`src/rtl/flash_fetch_unit.sv`:
```
// SPI flash instruction fetch unit: READ (0x03), 24-bit address, 16-bit word.
// Optional single-entry fetch cache enabled with macro FETCH_CACHE_EN.
module flash_fetch_unit #(
    parameter int          CLK_DIV   = 2,
    parameter logic [23:0] BASE_ADDR = 24'h000000
) (
    input  logic        clk,
    input  logic        rst,
    input  logic [11:0] pc_addr,
    input  logic        fetch_req,
    output logic [15:0] flash_data,
    output logic        data_valid,
    output logic        busy,
    output logic        spi_cs_n,
    output logic        spi_sck,
    output logic        spi_mosi,
    input  logic        spi_miso
);

    typedef enum logic [2:0] {IDLE, CMD, ADDR, DATA, DONE, GAP} state_t;

    localparam logic [7:0] DIV_LAST = 8'(CLK_DIV - 1);
    localparam logic [7:0] READ_OP  = 8'h03;

    state_t      state, state_next;
    logic [30:0] tx, tx_next;
    logic [15:0] rx, rx_next;
    logic [7:0]  div_cnt, div_next;
    logic [5:0]  bit_cnt, bit_next;
    logic        gap_cnt, gap_next;
    logic        sck_next, cs_n_next, mosi_next;
    logic        valid_next, busy_next;
    logic [15:0] data_next;
    logic [23:0] byte_addr;
    logic        hit;
    logic [15:0] hit_word;

`ifdef FETCH_CACHE_EN
    logic [11:0] req_addr, addr_next;
    logic [11:0] cache_tag;
    logic [15:0] cache_word;
    logic        cache_valid;

    assign hit      = cache_valid && (cache_tag == pc_addr);
    assign hit_word = cache_word;
`else
    assign hit      = 1'b0;
    assign hit_word = 16'h0000;
`endif

    // byte address wraps silently at 24 bits
    assign byte_addr = BASE_ADDR + {11'd0, pc_addr, 1'b0};

    // next-state and next-output logic for the fetch sequencer
    always_comb begin
        state_next = state;
        tx_next    = tx;
        rx_next    = rx;
        div_next   = div_cnt;
        bit_next   = bit_cnt;
        gap_next   = gap_cnt;
        sck_next   = spi_sck;
        cs_n_next  = spi_cs_n;
        mosi_next  = spi_mosi;
        valid_next = 1'b0;
        busy_next  = busy;
        data_next  = flash_data;
`ifdef FETCH_CACHE_EN
        addr_next  = req_addr;
`endif
        unique case (state)
            IDLE: begin
                if (fetch_req) begin
                    busy_next = 1'b1;
`ifdef FETCH_CACHE_EN
                    addr_next = pc_addr;
`endif
                    if (hit) begin
                        state_next = DONE;
                        valid_next = 1'b1;
                        data_next  = hit_word;
                    end else begin
                        state_next = CMD;
                        cs_n_next  = 1'b0;
                        tx_next    = {READ_OP[6:0], byte_addr};
                        mosi_next  = READ_OP[7];
                        div_next   = 8'd0;
                        bit_next   = 6'd0;
                    end
                end
            end
            CMD, ADDR, DATA: begin
                if (div_cnt == DIV_LAST) begin
                    div_next = 8'd0;
                    if (!spi_sck) begin
                        sck_next = 1'b1;
                        if (state == DATA) begin
                            rx_next = {rx[14:0], spi_miso};
                        end
                    end else begin
                        sck_next = 1'b0;
                        if (bit_cnt == 6'd47) begin
                            state_next = DONE;
                            cs_n_next  = 1'b1;
                            mosi_next  = 1'b0;
                            valid_next = 1'b1;
                            data_next  = rx;
                        end else begin
                            bit_next  = bit_cnt + 6'd1;
                            mosi_next = tx[30];
                            tx_next   = {tx[29:0], 1'b0};
                            if (bit_cnt == 6'd7) begin
                                state_next = ADDR;
                            end else if (bit_cnt == 6'd31) begin
                                state_next = DATA;
                            end
                        end
                    end
                end else begin
                    div_next = div_cnt + 8'd1;
                end
            end
            DONE: begin
                state_next = GAP;
                busy_next  = 1'b0;
                gap_next   = 1'b0;
                cs_n_next  = 1'b1;
            end
            GAP: begin
                if (gap_cnt) begin
                    state_next = IDLE;
                end else begin
                    gap_next = 1'b1;
                end
            end
            default: state_next = IDLE;
        endcase
    end

    // state and output registers with synchronous reset
    always_ff @(posedge clk) begin
        if (rst) begin
            state      <= IDLE;
            tx         <= '0;
            rx         <= '0;
            div_cnt    <= '0;
            bit_cnt    <= '0;
            gap_cnt    <= 1'b0;
            spi_sck    <= 1'b0;
            spi_cs_n   <= 1'b1;
            spi_mosi   <= 1'b0;
            flash_data <= '0;
            data_valid <= 1'b0;
            busy       <= 1'b0;
        end else begin
            state      <= state_next;
            tx         <= tx_next;
            rx         <= rx_next;
            div_cnt    <= div_next;
            bit_cnt    <= bit_next;
            gap_cnt    <= gap_next;
            spi_sck    <= sck_next;
            spi_cs_n   <= cs_n_next;
            spi_mosi   <= mosi_next;
            flash_data <= data_next;
            data_valid <= valid_next;
            busy       <= busy_next;
        end
    end

`ifdef FETCH_CACHE_EN
    // cache entry refreshed with the delivered word on every DONE
    always_ff @(posedge clk) begin
        if (rst) begin
            cache_valid <= 1'b0;
            req_addr    <= '0;
        end else begin
            req_addr <= addr_next;
            if (state == DONE) begin
                cache_valid <= 1'b1;
                cache_tag   <= req_addr;
                cache_word  <= flash_data;
            end
        end
    end
`endif

endmodule

```
`config.mk`:
```
export PLATFORM = sky130hd
export DESIGN_NAME = flash_fetch_unit
export DESIGN_NICKNAME = d
export VERILOG_FILES = /design/src/rtl/flash_fetch_unit.sv
export SDC_FILE = /design/constraint.sdc
export NUM_CORES = 1
export LEC_CHECK = 0
export BUFFER_PORTS_ARGS = -buffer_cell sky130_fd_sc_hd__buf_2
export CORE_ASPECT_RATIO = 0.7
export CORE_UTILIZATION = 40
export CTS_CLUSTER_DIAMETER = 120
export DETAILED_ROUTE_END_ITERATION = 7
export GPL_ROUTABILITY_DRIVEN = 0
export PLACE_DENSITY = 0.65
export SLEW_MARGIN = 20
export SYNTH_ARGS = -nofsm -noshare
export SYNTH_HDL_FRONTEND = slang
export SYNTH_SLANG_ARGS = --single-unit
```
`constraint.sdc`:
```
create_clock -name clk -period 2.6 [get_ports clk]
set_clock_uncertainty 0.2 [all_clocks]
set_input_delay 0.39 -clock clk [delete_from_list [all_inputs] [get_ports clk]]
set_output_delay 0.39 -clock clk [all_outputs]
set_load 0.05 [all_outputs]
```
* Yosys cells after proc, flatten, opt, wreduce, memory -nomap -nowiden
Cells that the tools add are included.
** Storage, ports and cells
- Memories kept :: 0
- Bits in writable memories :: 0
- Input bits :: 16
- Output and inout port bits :: 21
- Bits in read-only memories :: 0
- Bits in latches :: 0
- Bits in registers :: 86
- Logic and storage cells :: 84
** Cells by class
- Divide/modulo/power cells :: 0
- Shifts and indexed selects :: 0
- Reduce and logical (&&, ||, !) cells :: 16
- Equal/unequal tests :: 16
- Bitwise gates (word level) :: 3
- Magnitude comparators :: 0
- Multiply operators :: 0
- $add $sub $neg :: 2
- Muxes and demuxes :: 35
** Operator list (number)
- 31-bit two-way mux :: 4
- 31-bit one-hot mux with 2 select lines :: 1
- 6-bit two-way mux :: 4
- 3-bit two-way mux :: 7
- 8-bit two-way mux :: 2
- 8-bit one-hot mux with 2 select lines :: 1
- 5-bit AND reduction :: 3
- 2-bit inequality test, second input constant :: 6
- 3-bit one-hot mux with 4 select lines :: 1
- 6-bit one-hot mux with 2 select lines :: 1
- 4-bit AND reduction :: 3
- 1-bit two-way mux :: 10
- 8-bit by 1-bit adder with 8-bit output, second input constant :: 1
- 8-bit by 1-bit equality test with 1-bit output, second input constant :: 1
- 6-bit by 1-bit adder with 6-bit output, second input constant :: 1
- 3-bit by 2-bit equality test with 1-bit output, second input constant :: 2
- 3-bit equality test, second input constant :: 2
- 6-bit by 3-bit equality test with 1-bit output, second input constant :: 1
- 6-bit by 5-bit equality test with 1-bit output, second input constant :: 1
- 6-bit equality test, second input constant :: 1
- 1-bit one-hot mux with 2 select lines :: 3
- 2-bit AND reduction :: 3
- 2-bit nonzero test :: 3
- 4-bit inequality test, second input constant :: 1
- 7 further kinds :: 9

* Longest topological paths before layout
Gate-level depths: netlist of run 1.
- Word-level depth :: 7
- Mapped depth :: 8

* Worst setup path before layout of run 1
No wires, ideal clock.
- Path kind :: register to register
- Start :: reg spi_sck
- End :: reg tx[23]
- Stages on the path, launching flop included :: 6
- Library setup time :: 117 ps
- Clock period less this slack :: 2089 ps
- Required time :: 2283 ps
- Setup slack :: 511 ps
- Data arrival time :: 1772 ps
- Path through :: dfxtp_1 > and4bb_2 > o211ai_4 > a21o_1 > buf_2 > a22o_1
** On the way
- Word-level cells in the longest chain between the ends :: 2
** RTL lines
- start, declared :: line 15 : output logic spi_sck,
- start signal, assigned :: line 162 : spi_sck <= sck_next;
- 2-bit inequality test (no line)
- 5-bit AND reduction (no line)
- end signal, assigned :: line 157 : tx <= tx_next;
- end, declared :: line 26 : logic [30:0] tx, tx_next;
No other way between the ends.
A chain may end at the register's enable or synchronous reset.

* Final worst setup path of run 1
- Start :: reg div_cnt[0]
- End :: reg state[1]
** On the way
- Word-level cells in the longest chain between the ends :: 3
** RTL lines
- start, declared :: line 28 : logic [7:0] div_cnt, div_next;
- start signal, assigned :: line 159 : div_cnt <= div_next;
- 8-bit by 1-bit equality test with 1-bit output :: line 93 : if (div_cnt == DIV_LAST) begin
- 2-bit inequality test (no line)
- 5-bit AND reduction (no line)
- end signal, assigned :: line 156 : state <= state_next;
- end, declared :: line 25 : state_t state, state_next;
No other way between the ends.

==> key figures, run 1 <==
Setup path
  – Worst r2r dst: state[1]$_SDFFE_PP0P_
  – Critical Path Sink: state[1]$_SDFFE_PP0P_
  – Biggest cell delay along the critical path: 0.50 ns
  – WP data arrival: 2.22 ns
  – Crit path launch: div_cnt[0]$_SDFFE_PP0P_
  – Flop2flop setup slack: 0.43 ns
  – Worst path top cell family by delay: simple AND/OR/NAND/NOR gates
  – CP required: 2.65 ns
  – Register-to-Register Path Depth: 5
  – CP bufs+invs: 0
  – Startpoint Class: flop
  – RR Startpoint: div_cnt[0]$_SDFFE_PP0P_
  – Worst path slowest cell: nor3b_1
  – CP max FO: 9
  – Crit path kind: reg2reg
  – Setup crit end kind: flop
  – CP Depth: 5
  – Critical path, cell by cell: ha_1 > nor3b_1 > and3_1 > a31oi_1 > a211oi_1

STA
  – Fmax: 461.0 MHz
  – RSZ-0062 raised after global routing: false
  – Hold Vio Cnt, Final: 0
  – Max Transition Viols Final: 0
  – Worst slew pin tran: 0.5748 ns
  – Fin crit share: 0.8342
  – Min Tclk post-route: 2.169 ns
  – Worst slew margin: 0.6160
  – Final TNS setup: 0 ns
  – Final setup fails: 0

Power
  – IR Drop Worst-Case VDD: 0.3181 mV
  – Static leakage: 1.714 nW
  – Pwr Density: 672.5 mW/mm²

Synth
  – Yosys cell types: 48
  – Post-synthesis register bit count: 85
  – Mean Syn Cell Area: 9.424 µm²
  – YS warnings: 0
  – Synth Instances: 387
  – Syn_nets: 406
  – Register area share after synthesis: 0.4666
  – Asr flop ratio synth: 0
  – Synth Cell Area: 0.003647 mm²
  – Post-synth EDFFs: 0
  – Top_reg_cell synth: dfxtp_1

Floorplan
  – IO Pins: 37
  – Chip height: 81.89 µm
  – Row count: 28
  – Core area: 0.008653 mm²
  – Starting density of the core: 0.4215
  – Die ar.: 0.009510 mm²
  – Die width: 116.1 µm

Clocking
  – Clock root buffer: clkbuf_16
  – Post-CTS resize count: 0
  – Hold buffer count at cts: 0
  – CTS Buf Count: 9
  – CTS Sinks: 85
  – Clock Latency Late Sink: 0.34 ns
  – CTS tree: done
  – H-tree lvl count: 3
  – Post-CTS Setup Bufs: 0
  – Reg clk slew, reported paths: 0.06 ns
  – Clk buf depth: 2

Global routing
  – Antenna violations before repair: 0
  – First-pass GRT wire length: 13630 µm
  – Vias in the first global route: 2703
  – Pin count of the biggest net entering global routing: 27
  – GRT Residual Overflow: 0
  – Total GRT Usage: 0.1890

Routing
  – Via count: 3027
  – Post-Route WL: 8384 µm
  – Post-route ant nets: 0
  – 1st-iter DRT viols: 180
  – Drt via density: 5.595
  – First-pass DRT Iterations: 4
  – Residual DRC: 0
  – Wirelength per Cell: 15.50 µm

Hold path
  – HP Class: in2reg

Placed design
  – Post-DP HPWL: 5701 µm
  – Port bufs: 36
  – Placed insts: 526

Finish
  – Diode count: 0
  – Multi-input gate area: 0.001807 mm²
  – Finished Layout Cells: 541
  – Fillers: 862
  – Synth-to-layout area growth: 16.95%
  – Layout cell share with drive strength beyond 1: 0.1758
  – Sequential Area: 0.001702 mm²
  – Final #Nets: 436

Outcome
  – Status: completed

Flow run
  – Max-Cap Viols: 0
==> cells in the mapped netlist (all sizes together), types with 2 or more instances <==
library cell	count	area share
inv	4	0.0041
nand3	25	0.036
nand2	13	0.013
o21ai	17	0.023
mux2i	22	0.060
xor2	4	0.0096
ha	3	0.010
clkbuf	22	0.023
a311oi	2	0.0048
o22ai	2	0.0034
a211oi	6	0.012
buf	9	0.013
or2	2	0.0034
or4	2	0.0041
dfxtp	85	0.47
o2111ai	2	0.0048
a21o	3	0.0062
nand2b	6	0.010
nand3b	11	0.023
nand4b	11	0.026
a21oi	28	0.038
a22o	17	0.041
nor2	33	0.035
nor3	4	0.0055
nor3b	2	0.0041
a31oi	8	0.014
o221ai	8	0.019
o211ai	4	0.012
a22oi	12	0.025
o21ba	2	0.0055
and3	5	0.0086
==> per-layer routing <==
metal  share of wire  vias up  wire (µm)  track usage
li1                -     1514          -            -
met1            0.50     1424       4194       0.2574
met2            0.43       79       3568       0.2685
met3           0.060       10        507      0.07159
met4           0.014        0        114      0.07051
met5               0        -          0            0
==> stage by stage <==
| stage | total power [mW] | setup WS (ns) | utilization | area, µm² | hold WS, ns |
|---|---|---|---|---|---|
| after global placement | 1.555 | 0.4602 | 0.4575 | 3959 | 0.2494 |
| after CTS | 2.901 | 0.4240 | 0.4929 | 4265 | 0.1028 |
| after global routing | 2.985 | 0.2148 | 0.4929 | 4265 | 0.1464 |
| final | 2.869 | 0.4310 | 0.4929 | 4265 | 0.1128 |
| after detailed placement | 1.562 | 0.4431 | 0.4575 | 3959 | 0.2591 |
| after floorplan | 1.502 | 0.5109 | - | 3647 | 0.2332 |
==> flip-flops by register name (all words and copies together), names as in the netlist <==
register,cells
flash_data,16
gap_cnt,1
spi_mosi,1
spi_sck,1
busy,1
rx,16
tx,30
div_cnt,8
state,3
bit_cnt,6
spi_cs_n,1
data_valid,1
==> final cells by class <==
| cell class | instances | area share |
|---|---|---|
| Clock inverter | 4 | 0.01731 |
| Clock buffer | 11 | 0.05456 |
| Inverter | 4 | 0.003520 |
| Timing Repair Buffer | 50 | 0.06688 |
| Multi-Input combinational cell | 267 | 0.4236 |
| Sequential cell | 85 | 0.3989 |
| Tap cell | 120 | 0.03520 |
==> worst min-delay path by stage <==
stage,start,to,depth (start not counted)
floorplan,tx[29]$_SDFFE_PP0P_,tx[30]$_SDFFE_PP0P_,1
finish,spi_miso,rx[0]$_SDFFE_PP0P_,3
detailed placement,tx[14]$_SDFFE_PP0P_,tx[14]$_SDFFE_PP0P_,1
CTS,spi_miso,rx[0]$_SDFFE_PP0P_,3
global placement,tx[29]$_SDFFE_PP0P_,tx[30]$_SDFFE_PP0P_,1
global route,spi_miso,rx[0]$_SDFFE_PP0P_,3
==> cells in the final DEF, fill, tap and decap left out, types with 8 or more instances in the layout <==
master / instances
a22o_1: 17
buf_4: 14
a31oi_1: 8
nand3_1: 24
dfxtp_1: 85
a21oi_1: 28
nand3b_1: 11
nand2_1: 13
mux2i_1: 22
o221ai_1: 8
buf_2: 36
a22oi_1: 12
nand4b_1: 11
nor2_1: 32
clkbuf_16: 9
o21ai_0: 17
==> where the power goes <==
part	internal [mW]	switching (mW)
clock	0.836	0.499
sequential	1.33	0.0236
combinational	0.0680	0.115
==> worst register-to-register path, stage by stage (launching register included) <==
cell and delay, ns:
dfxtp_1 0.39, ha_1 0.18, nor3b_1 0.50, and3_1 0.46
a31oi_1 0.17, a211oi_1 0.19
==> logic make-up after synthesis <==
logic type               count (synthesis)  synth area share
flip-flops                              85            0.4666
AND/OR/NAND/NOR                        121            0.1894
AO/OA/AOI/OAI                          116            0.2209
buffers and inverters                   35           0.03979
multiplexers                            23           0.06346
adder cells (fa/ha/maj)                  3           0.01029
XOR/XNOR                                 4          0.009605
Note: power is estimated with default switching activity, not from simulation.
==> run 2, diff against run 1 <==
--- a/config.mk
+++ b/config.mk
@@ -11,7 +11,7 @@
 export CTS_CLUSTER_DIAMETER = 120
 export DETAILED_ROUTE_END_ITERATION = 7
 export GPL_ROUTABILITY_DRIVEN = 0
-export PLACE_DENSITY = 0.65
+export PLACE_DENSITY = 0.67
 export SLEW_MARGIN = 20
 export SYNTH_ARGS = -nofsm -noshare
 export SYNTH_HDL_FRONTEND = slang
==> constraint.sdc (replaced) <==
create_clock -name clk -period 1.8 [get_ports clk]
set_clock_uncertainty 0.2 [all_clocks]
set_input_delay 0.27 -clock clk [delete_from_list [all_inputs] [get_ports clk]]
set_output_delay 0.27 -clock clk [all_outputs]
set_load 0.05 [all_outputs]
==> run 2 against run 1 <==
The run now ends with setup timing left; routed wire length increased by 12%; power rose by 46%; die area did not move; non-clock buffer count increased by 40; global-route usage is 1.1 points higher; utilization is 8.4 points higher; cell count rose by 7.6%; fmax is 19% higher; critical path type unchanged; largest cell class unchanged.
==> key figures, run 2 (synthesis gave the netlist of run 1 again) <==
Power
  – Static leakage: 1.999 nW (+17%)
  – Clk pwr share: 0.455 (-0.010)
  – IR Drop Worst-Case VDD: 0.4593 mV (+44%)
  – Pwr Density: 836.3 mW/mm² (+24%)
  – NetSw: 0.9714 mW (+52%)
  – Power share of the sequential group: 0.466 (-0.005)
  – Share of total power in combinational logic: 0.079 (+0.015)
  – Internal power: 3.205 mW (+44%)
  – Net Sw Frac: 0.2326 (+0.01051)

Setup path
  – Biggest cell delay along the critical path: 0.40 ns (-0.10 ns)
  – Flop2flop setup slack: -0.03 ns (-0.46 ns)
  – WP data arrival: 1.90 ns (-0.32 ns)
  – CP required: 1.87 ns (-0.78 ns)
  – Critical path, cell by cell: nor4_4 > buf_4 > o211ai_4 > buf_6 > or4_1 > o211ai_1
  – Worst path slowest cell: or4_1
  – Setup crit end kind: flop
  – Startpoint Class: flop
  – Register-to-Register Path Depth: 6 (+1)
  – CP max FO: 5 (-4)
  – Crit path kind: reg2reg

Clocking
  – CTS Sinks: 85 (unchanged)
  – Reg clk slew, reported paths: 0.06 ns (about the same)
  – Clock Latency Late Sink: 0.34 ns (about the same)
  – Clk buf depth: 2 (unchanged)
  – Clock root buffer: clkbuf_16
  – CTS tree: done
  – CTS Buf Count: 9 (unchanged)
  – H-tree lvl count: 3 (unchanged)

Routing
  – Post-route ant nets: 0 (unchanged)
  – Via count: 3246 (+7.2%)
  – Residual DRC: 0 (unchanged)
  – 1st-iter DRT viols: 234 (+30%)
  – First-pass DRT Iterations: 5 (+1)
  – Wirelength per Cell: 16.19 µm (+4.5%)
  – Post-Route WL: 9422 µm (+12%)
  – Drt via density: 5.577 (-0.32%)

STA
  – Final setup fails: 10 (+10)
  – Fin crit share: 1.015 (+0.1809)
  – Worst slew pin tran: 0.4138 ns (-0.1610 ns)
  – PnR worst setup slack: -0.02715 ns (-0.4581 ns)
  – Min Tclk post-route: 1.827 ns (-0.3419 ns)
  – Hold Vio Cnt, Final: 0 (unchanged)
  – Max Transition Viols Final: 0 (unchanged)
  – RSZ-0062 raised after global routing: true
  – Fmax: 547.3 MHz (+19%)
  – Worst slew margin: 0.7236 (+0.1076)

Finish
  – Diode count: 0 (unchanged)
  – Fillers: 741 (-14%)
  – Commonest non-fill, non-tap cell in the layout: dfxtp_1
  – Biggest regs: tx (30), flash_data (16), rx (16)
  – Layout cell share with drive strength beyond 1: 0.3680 (+0.1922)
  – Post-Route Utilization: 0.5771 (+0.08415)
  – Finished Layout Cells: 582 (+7.6%)
  – Synth-to-layout area growth: 36.91%
  – Max FFs per register: 30 (unchanged)
  – Final #Nets: 476 (+9.2%)
  – Reg with most FFs: tx
  – Commonest non-fill, non-tap cells in the layout: dfxtp_1, buf_4, buf_2

Floorplan
  – Die ar.: 0.009510 mm² (unchanged)
  – Starting density of the core: 0.4215 (unchanged)
  – Die width: 116.1 µm (unchanged)
  – Row count: 28 (unchanged)
  – IO Pins: 37 (unchanged)
  – Chip height: 81.89 µm (unchanged)
  – Core area: 0.008653 mm² (unchanged)

Global routing
  – Vias in the first global route: 2916 (+7.9%)
  – First-pass GRT wire length: 14390 µm (+5.6%)
  – Pin count of the biggest net entering global routing: 24 (-11%)
  – Total GRT Usage: 0.1999 (+0.01094)
  – Antenna violations before repair: 0 (unchanged)
  – GRT Residual Overflow: 0 (unchanged)

Flow run
  – Max-Cap Viols: 0 (unchanged)

Placed design
  – Post-DP HPWL: 5938 µm (+4.2%)
  – Placed insts: 561 (+6.7%)
  – Port bufs: 36 (unchanged)

Hold path
  – Worst Hold Depth: 3 (unchanged)
  – HP Class: in2reg

Outcome
  – Failing checks: setup timing
  – Status: finished, violations left
run 2: changes by cell type in the layout (fill, tap and decap cells not counted), moves of 5 or more:
cell | before | now
nand3_4 | 0 | 6
a21oi_1 | 28 | 14
dfxtp_2 | 0 | 5
buf_4 | 14 | 41
nand3_2 | 1 | 10
dfxtp_1 | 85 | 80
buf_12 | 0 | 6
o21ai_1 | 0 | 8
nand3_1 | 24 | 9
o21ai_0 | 17 | 5
a21oi_2 | 0 | 14
run 2: worst paths after layout:
path / startpoint / endpoint
worst min-delay path: pc_addr[1] / tx[2]$_SDFFE_PP0P_
worst max register to register: div_cnt[7]$_SDFFE_PP0P_ / tx[2]$_SDFFE_PP0P_
worst max-delay path: div_cnt[7]$_SDFFE_PP0P_ / tx[2]$_SDFFE_PP0P_
worst min register to register: flash_data[6]$_SDFFE_PP0P_ / flash_data[6]$_SDFFE_PP0P_
run 2: timing repair:
item                       4_1_cts  5_1_grt
hold endpoints to repair         1        0
resized for setup               10       70
cloned                           0        2
pin swaps                        3       19
setup buffers                    1        2
setup endpoints to repair       27       73
hold buffers                     1        0
run 2: layout make-up:
| class | instances | area (µm²) | area share |
|---|---|---|---|
| multi-input combinational | 267 | 2096 | 0.4197 |
| inverter | 4 | 15.01 | 0.003007 |
| clock inverter | 5 | 58.81 | 0.01178 |
| timing repair buffer | 90 | 713.2 | 0.1428 |
| tap | 120 | 150.1 | 0.03007 |
| sequential | 85 | 1708 | 0.3420 |
| clock buffer | 11 | 252.7 | 0.05061 |
run 2: power by group through the flow:
stage          registers, mW  clock network [mW]  logic (mW)
6_report                1.95                1.90       0.330
5_1_grt                 1.95                2.02       0.362
4_1_cts                 1.95                1.93       0.306
3_5_place_dp            1.99                   0       0.301
3_3_place_gp            1.98                   0       0.295
2_1_floorplan           2.00                   0       0.179
run 2: metal layers:
metal	global-route usage	vias up	wire length, µm
met3	0.07454	5	543
met4	0.05128	0	36
met2	0.2946	84	4290
met1	0.2736	1555	4552
met5	0	-	0
li1	-	1602	-
run 2: stage by stage:
stage / power [mW] / cell area, µm² / TNS [ns] / hold slack, ns / worst slack [ns]
floorplan: 2.174 / 3686 / -3.058 / 0.2139 / -0.1453
global placement: 2.280 / 4298 / 0 / 0.2551 / 0.01003
detailed placement: 2.287 / 4298 / -0.02744 / 0.2572 / -0.008531
CTS: 4.185 / 4652 / -0.009431 / 0.02768 / -0.007905
global route: 4.336 / 4994 / -2.209 / 0.05994 / -0.1203
finish: 4.176 / 4994 / -0.09288 / 0.05095 / -0.02715
run 2: worst max-delay path: cells and delay by family (launching register included):
| kind | cells | cell delay (ns) |
|---|---|---|
| simple gates | 2 | 0.70 |
| flops | 1 | 0.33 |
| buf+inv | 2 | 0.33 |
| compound gates | 2 | 0.20 |
